**config.mk**
```make
export PLATFORM = sky130hd
export DESIGN_NAME = restoring_divider_8x4
export DESIGN_NICKNAME = d
export VERILOG_FILES = /design/src/rtl/restoring_divider_8x4.sv
export SDC_FILE = /design/constraint.sdc
export NUM_CORES = 1
export LEC_CHECK = 0
export CORE_ASPECT_RATIO = 0.75
export CORE_MARGIN = 2
export CORE_UTILIZATION = 30
export DETAILED_ROUTE_END_ITERATION = 12
export MAX_ROUTING_LAYER = met4
export PLACE_DENSITY = 0.62
export SYNTH_ARGS = -nofsm -noshare
export SYNTH_HDL_FRONTEND = slang
export SYNTH_SLANG_ARGS = --single-unit
```
**constraint.sdc**
```tcl
create_clock -name clk -period 1.9 [get_ports clk]
set_input_delay 0.38 -clock clk [delete_from_list [all_inputs] [get_ports clk]]
set_output_delay 0.38 -clock clk [all_outputs]
set_load 0.05 [all_outputs]
```
**src/rtl/restoring_divider_8x4.sv**
```systemverilog
// Sequential radix-2 restoring divider: DW-bit unsigned dividend by VW-bit divisor,
// one quotient bit per clock, valid/ready handshake on both sides.
module restoring_divider_8x4 #(
    parameter int DW = 8,
    parameter int VW = 4
) (
    input  logic          clk,
    input  logic          rst,
    input  logic          in_valid,
    output logic          in_ready,
    input  logic [DW-1:0] dividend,
    input  logic [VW-1:0] divisor,
    output logic          out_valid,
    input  logic          out_ready,
    output logic [DW-1:0] quotient,
    output logic [VW-1:0] remainder,
    output logic          div_by_zero
);
    localparam int CW = (DW > 1) ? $clog2(DW) : 1;

    typedef enum logic [1:0] {
        IDLE,
        CALC,
        DONE
    } state_t;

    state_t        state;
    state_t        next_state;
    logic [DW-1:0] shift_reg;
    logic [VW-1:0] divisor_reg;
    logic [VW:0]   partial_rem;
    logic [CW-1:0] count;
    logic          last_iter;
    logic [VW+1:0] shifted;
    logic [VW+1:0] trial;
    logic          no_borrow;
    logic [VW:0]   next_rem;
    logic [DW-1:0] next_shift;

    // One restoring step; the extra top bit of trial is the borrow out.
    always_comb begin
        last_iter  = (count == CW'(DW - 1));
        shifted    = {partial_rem, shift_reg[DW-1]};
        trial      = shifted - {2'b00, divisor_reg};
        no_borrow  = ~trial[VW+1];
        next_rem   = no_borrow ? trial[VW:0] : shifted[VW:0];
        next_shift = {shift_reg[DW-2:0], no_borrow};
    end

    always_ff @(posedge clk) begin
        if (rst) begin
            state <= IDLE;
        end else begin
            state <= next_state;
        end
    end

    always_comb begin
        next_state = state;
        in_ready   = (state == IDLE);
        out_valid  = (state == DONE);
        case (state)
            IDLE: begin
                if (in_valid) begin
                    next_state = (divisor == '0) ? DONE : CALC;
                end
            end
            CALC: begin
                if (last_iter) begin
                    next_state = DONE;
                end
            end
            DONE: begin
                if (out_ready) begin
                    next_state = IDLE;
                end
            end
            default: next_state = IDLE;
        endcase
    end

    // Result registers are separate from the shift register so they hold while the next op runs.
    always_ff @(posedge clk) begin
        if (rst) begin
            shift_reg   <= '0;
            divisor_reg <= '0;
            partial_rem <= '0;
            count       <= '0;
            quotient    <= '0;
            remainder   <= '0;
            div_by_zero <= 1'b0;
        end else begin
            case (state)
                IDLE: begin
                    if (in_valid) begin
                        shift_reg   <= dividend;
                        divisor_reg <= divisor;
                        partial_rem <= '0;
                        count       <= '0;
                        div_by_zero <= (divisor == '0);
                        if (divisor == '0) begin
                            quotient  <= '1;
                            remainder <= '0;
                        end
                    end
                end
                CALC: begin
                    shift_reg   <= next_shift;
                    partial_rem <= next_rem;
                    count       <= count + CW'(1);
                    if (last_iter) begin
                        quotient  <= next_shift;
                        remainder <= next_rem[VW-1:0];
                    end
                end
                default: begin
                end
            endcase
        end
    end

endmodule

```
Word level (Yosys, flattened, before mapping)
Cells that the tools add are included.
Operators by class
  reductions and logical operators: 7
  equality and inequality tests: 7
  bitwise logic cells: 1
  mux-type cells: 20
  $add $sub $neg: 2
Operator list (number)
  8-bit 2-to-1 mux: 4
  8-bit case mux with 2 select lines: 2
  4-bit 2-to-1 mux: 3
  5-bit 2-to-1 mux: 2
  5-bit case mux with 2 select lines: 1
  2-bit 2-to-1 mux: 4
  4-bit case mux with 2 select lines: 1
  2-bit case mux with 3 select lines: 1
  3-bit case mux with 2 select lines: 1
  6-bit by 4-bit subtractor with 6-bit output: 1
  4-bit zero test: 1
  2-bit by 1-bit inequality test with 1-bit output (second input constant): 2
  2-bit inequality test (second input constant): 2
  2-bit AND reduction: 2
  4-bit AND reduction: 1
  3-bit by 1-bit adder with 3-bit output (second input constant): 1
  3-bit == test (second input constant): 1
  3-bit 2-to-1 mux: 1
  3-bit AND reduction: 1
  2-bit by 1-bit == test with 1-bit output (second input constant): 1
  2-bit == test (second input constant): 1
  2-bit zero test: 1
  2-bit nonzero test: 1
  1-bit NOT: 1
Word-level totals
  input bits: 16
  bits in registers: 35

Logic depth before layout (Yosys ltp)
  word-level depth: 4
  depth in mapped cells: 9
  depth with buffers taken out: 9

Worst setup path before layout
Ideal clock, no wire load.
  path type: reg2reg
  start: reg divisor_reg[1]
  end: reg partial_rem[1]
  arrival: 1.884 ns
  clock period less this slack: 1.964 ns
  cell stages (with the launch flop): 8
  setup slack: -0.064 ns
  data required time: 1.820 ns
  library setup time: 0.080 ns
  path buffers: 0
  cell sequence: dfxtp_1 > inv_1 > ha_1 > nor2b_1 > o31a_1 > o2111a_2 > mux2_4 > a211oi_2
Between the ends
  word-level cells in the longest chain between the ends: 3
RTL lines
  start, declared: line 30  | logic [VW-1:0] divisor_reg;
  start signal, assigned: line 97  | divisor_reg <= divisor;
  6-bit by 4-bit subtractor with 6-bit output: line 44  | trial = shifted - {2'b00, divisor_reg};
  5-bit 2-to-1 mux: line 46  | next_rem = no_borrow ? trial[VW:0] : shifted[VW:0];
  5-bit case mux with 2 select lines: line 93  | case (state)
  end signal, assigned: line 109  | partial_rem <= next_rem;
  end, declared: line 31  | logic [VW:0] partial_rem;
Every way passes these cells.
A chain may end at the register's enable or synchronous reset.

Worst setup path after layout
  start: reg divisor_reg[1]
  end: reg partial_rem[2]
Same word-level chain as after synthesis.

==> report_table.html <==
<table>
<tr><th>Metric</th><th>Value</th></tr>
<tr><th colspan="2">Worst setup path</th></tr>
<tr><td>R2R Setup Slk</td><td>0.04 ns</td></tr>
<tr><td>WS Path Type</td><td>reg2reg</td></tr>
<tr><td>Critical Path AT</td><td>2.06 ns</td></tr>
<tr><td>Max Fanout on Critical Path</td><td>5</td></tr>
<tr><td>Type of origin of the critical path</td><td>flip-flop</td></tr>
<tr><td>Endpoint type of the worst setup path</td><td>flip-flop</td></tr>
<tr><td>Required time at the worst-slack endpoint</td><td>2.10 ns</td></tr>
<tr><th colspan="2">Synthesis</th></tr>
<tr><td>Synthesized netlist cell count</td><td>189</td></tr>
<tr><td>Area fraction in and, or, nand and nor cells after synthesis</td><td>0.188</td></tr>
<tr><td>Cells taking the most area after synthesis</td><td>dfxtp_1 (42%), nand2_1 (7.9%), nor2_1 (6.3%)</td></tr>
<tr><td>Average instance area after synthesis</td><td>8.76 µm²</td></tr>
<tr><td>Fraction of synthesized cell area taken by the top area cell type</td><td>0.423</td></tr>
<tr><td>Most area-hungry cell type in the Yosys netlist</td><td>dfxtp_1</td></tr>
<tr><td>Synth Area in Compound Gates</td><td>0.250</td></tr>
<tr><td>Multiplexer share of the synthesized area</td><td>0.0302</td></tr>
<tr><td>Part of the Yosys area used for sequential elements</td><td>0.423</td></tr>
<tr><td>Warnings from Yosys</td><td>0</td></tr>
<tr><td>Unique cell type count in the Yosys netlist</td><td>38</td></tr>
<tr><td>Net Count, Synth</td><td>212</td></tr>
<tr><td>Dominant combinational cell family by area after synthesis</td><td>compound AO/OA/AOI/OAI gates</td></tr>
<tr><td>Cell Area, Synth</td><td>1660 µm²</td></tr>
<tr><td>Post-synthesis share of cell area spent on full adders, half adders and majority gates</td><td>0.0574</td></tr>
<tr><td>#FFs+latches synth</td><td>35</td></tr>
<tr><td>Post-Synth XOR/XNOR Area</td><td>0.0106</td></tr>
<tr><th colspan="2">Clocking</th></tr>
<tr><td>Post-CTS setup buffer count</td><td>0</td></tr>
<tr><td>Total clock sinks</td><td>35</td></tr>
<tr><td>Max H-tree Level</td><td>2</td></tr>
<tr><td>Clock slew seen by the registers of the worst setup and hold paths</td><td>0.07 ns</td></tr>
<tr><td>Root cell of the clock tree</td><td>clkbuf_8</td></tr>
<tr><td>Max Root-Sink Buffers</td><td>2</td></tr>
<tr><td>Total CTS buffers</td><td>5</td></tr>
<tr><td>Number of buffers inserted for hold repair after clock tree synthesis</td><td>0</td></tr>
<tr><td>Clock Latency Late Sink</td><td>0.28 ns</td></tr>
<tr><td>CTS tree</td><td>done</td></tr>
<tr><th colspan="2">Layout</th></tr>
<tr><td>Area delta synth-&gt;final</td><td>43.8%</td></tr>
<tr><td>Final nets</td><td>263</td></tr>
<tr><td>Final standard cell utilization of the core</td><td>0.447</td></tr>
<tr><td>Total of fill cells in the finished design</td><td>524</td></tr>
<tr><td>Area of the multi-input gates</td><td>960 µm²</td></tr>
<tr><td>ANT cells</td><td>0</td></tr>
<tr><td>Layout cell share with drive strength beyond 1</td><td>0.249</td></tr>
<tr><td>Area taken by flip-flops and latches</td><td>706 µm²</td></tr>
<tr><td>Area of all placed cells without fillers</td><td>2380 µm²</td></tr>
<tr><th colspan="2">Global route</th></tr>
<tr><td>GRT Total Usage</td><td>0.143</td></tr>
<tr><td>Global-route wire length before repair</td><td>6.69 mm</td></tr>
<tr><td>Overflow after GRT</td><td>0</td></tr>
<tr><td>Vias in the first global route</td><td>1369</td></tr>
<tr><td>Number of antenna violations at the first check in global routing</td><td>0</td></tr>
<tr><td>Largest net degree at the start of global routing</td><td>17</td></tr>
<tr><th colspan="2">Floorplan</th></tr>
<tr><td>Width of the die</td><td>89.8 µm</td></tr>
<tr><td>Row cnt</td><td>23</td></tr>
<tr><td>Floorplan die area</td><td>6130 µm²</td></tr>
<tr><td>Number of top-level pins</td><td>31</td></tr>
<tr><td>Area of the core</td><td>5320 µm²</td></tr>
<tr><td>Height of the die</td><td>68.3 µm</td></tr>
<tr><td>Starting utilization of the core area</td><td>0.311</td></tr>
<tr><th colspan="2">Placed design</th></tr>
<tr><td>Final RePlAce weighted congestion</td><td>0.863</td></tr>
<tr><td>Port buffer count</td><td>30</td></tr>
<tr><td>Post-place setup slack</td><td>-0.0447 ns</td></tr>
<tr><td>DP Area</td><td>2220 µm²</td></tr>
<tr><td>Detailed-placement wirelength estimate</td><td>2.97 mm</td></tr>
<tr><th colspan="2">Drt</th></tr>
<tr><td>Per-cell via count in the routed design</td><td>4.84</td></tr>
<tr><td>Length of routed met2 wiring</td><td>1.74 mm</td></tr>
<tr><td>DRT met1 WL</td><td>2.13 mm</td></tr>
<tr><td>Met3 routed wirelength</td><td>186 µm</td></tr>
<tr><td>Total number of vias</td><td>1528</td></tr>
<tr><td>Detailed Route Iter0 Violations</td><td>72</td></tr>
<tr><td>Count of nets left with antenna violations after detail routing</td><td>0</td></tr>
<tr><td>Number of DRC violations after detailed routing</td><td>0</td></tr>
<tr><td>DR WL/cell</td><td>12.9 µm</td></tr>
<tr><td>Top layer in use</td><td>met4</td></tr>
<tr><td>Post-detailed-routing wire length</td><td>4.07 mm</td></tr>
<tr><td>First drt pass iteration count</td><td>4</td></tr>
<tr><th colspan="2">Pwr</th></tr>
<tr><td>LEAKAGE</td><td>0.913 nW</td></tr>
<tr><td>Reported net switching power</td><td>0.539 mW</td></tr>
<tr><td>PD cells</td><td>792 nW/µm²</td></tr>
<tr><td>Portion of total power attributed to the clock network</td><td>0.316</td></tr>
<tr><td>Overall power of the completed layout</td><td>1.88 mW</td></tr>
<tr><td>Power share of the sequential group</td><td>0.433</td></tr>
<tr><td>Cell Int Power</td><td>1.35 mW</td></tr>
<tr><td>Switching share of total power</td><td>0.286</td></tr>
<tr><td>Combinational group share of total power</td><td>0.251</td></tr>
<tr><td>Worst vdd ir</td><td>0.000247 V</td></tr>
<tr><th colspan="2">Run status</th></tr>
<tr><td>Run status</td><td>complete, no violations</td></tr>
<tr><th colspan="2">Timing</th></tr>
<tr><td>Max Transition Viols Final</td><td>0</td></tr>
<tr><td>Time the worst path needs with I/O delays and setup</td><td>1.86 ns</td></tr>
<tr><td>Setup Total Neg Slack</td><td>0 ns</td></tr>
<tr><td>Slew headroom</td><td>0.672</td></tr>
<tr><td>Number of hold-slack violations in the final timing report</td><td>0</td></tr>
<tr><td>Final critical-path share of the clock period</td><td>0.978</td></tr>
<tr><td>Maximum achievable frequency</td><td>0.538 GHz</td></tr>
<tr><td>Unrepaired setup endpoints after global routing</td><td>true</td></tr>
<tr><td>Final setup skew</td><td>0.00588 ns</td></tr>
<tr><td>Final setup violation count</td><td>0</td></tr>
<tr><td>Worst Setup Slack, final</td><td>0.0418 ns</td></tr>
<tr><td>Slew @ Worst Pin</td><td>0.491 ns</td></tr>
<tr><th colspan="2">Worst hold path</th></tr>
<tr><td>Min-delay worst type</td><td>reg2reg</td></tr>
<tr><th colspan="2">Run</th></tr>
<tr><td>Count of maximum capacitance violations</td><td>0</td></tr>
</table>
[cell usage in the layout (no fill, tap or decap), types with 3 or more instances in the layout]
master,synthesis,routed
a21oi_1,10,9
inv_1,7,6
clkdlybuf4s50_1,0,24
nor2_1,28,27
a211oi_1,6,5
clkbuf_8,0,7
a211oi_2,4,5
o221a_1,7,7
nand2_1,35,35
ha_4,0,3
buf_4,0,27
a311oi_1,7,7
dfxtp_1,35,31
dfxtp_2,0,4
[final cells by class]
type | count | share of cell area
multi-input cells | 137 | 0.403
flip-flops and latches | 35 | 0.297
repair buffers | 54 | 0.208
clock buffers | 8 | 0.0421
well taps | 75 | 0.0394
inverters | 7 | 0.0110
[path summary, 6_finish.rpt]
check                               startpoint             end  cells after the start
worst max-delay path            divisor_reg[1]  partial_rem[2]                      7
worst min-delay path            divisor_reg[3]  divisor_reg[3]                      2
worst max register to register  divisor_reg[1]  partial_rem[2]                      7
worst min register to register  divisor_reg[3]  divisor_reg[3]                      2
[power by group through the flow]
stage	clock network, mW	registers [mW]	logic [mW]
2_1_floorplan	0	0.837	0.262
3_3_place_gp	0	0.829	0.441
6_report	0.595	0.815	0.474
4_1_cts	0.603	0.813	0.445
5_1_grt	0.635	0.821	0.523
3_5_place_dp	0	0.830	0.441
[per-layer routing]
layer | track usage | up-vias
met4 | 0.0288 | 0
met2 | 0.217 | 38
met5 | - | -
li1 | - | 785
met3 | 0.0363 | 2
met1 | 0.196 | 703
[through the flow]
stage          hold slack [ns]  std cells
5_1_grt                  0.474        316
6_report                 0.453        316
3_3_place_gp             0.446        308
2_1_floorplan            0.436        189
3_5_place_dp             0.451        308
4_1_cts                  0.461        316
[synthesized netlist by cell type (all sizes together)]
library cell,count
o221a,7
a31o,1
o21ba,1
o21a,1
buf,3
mux2i,2
nand2b,2
mux2,2
nor3,1
dfxtp,35
nand2,35
a21o,1
nand3,1
clkbuf,7
inv,7
o22ai,1
nor4,1
a22oi,2
o2111a,1
o22a,1
a311o,2
xnor2,1
nor2,28
fa,1
ha,6
o21ai,1
o31a,1
nor2b,3
or2,2
a311oi,7
xor2,1
a21oi,10
nor3b,2
o2111ai,1
a32o,1
a211oi,10
[what timing repair did]
action | 4_1_cts | 5_1_grt
pin swaps | 3 | 1
setup endpoints to repair | 3 | 9
gates resized for setup | 1 | 10
gates cloned | 0 | 0
hold endpoints to repair | 0 | 0
[critical path, stage by stage (launching register included)]
cell	delay (ns)
dfxtp_2	0.33
inv_2	0.05
ha_4	0.19
nor2b_4	0.12
o31a_1	0.26
o2111a_2	0.32
mux2_4	0.33
a211oi_2	0.18
[cell families (layout without fill, tap and decap cells)]
kind of cell	after synthesis	after routing
simple gates	75	75
compound gates	49	49
flops	35	35
buf+inv	17	69
fa+ha+maj	7	7
mux	4	4
xor+xnor	2	2
Note: power is estimated with default switching activity, not from simulation.
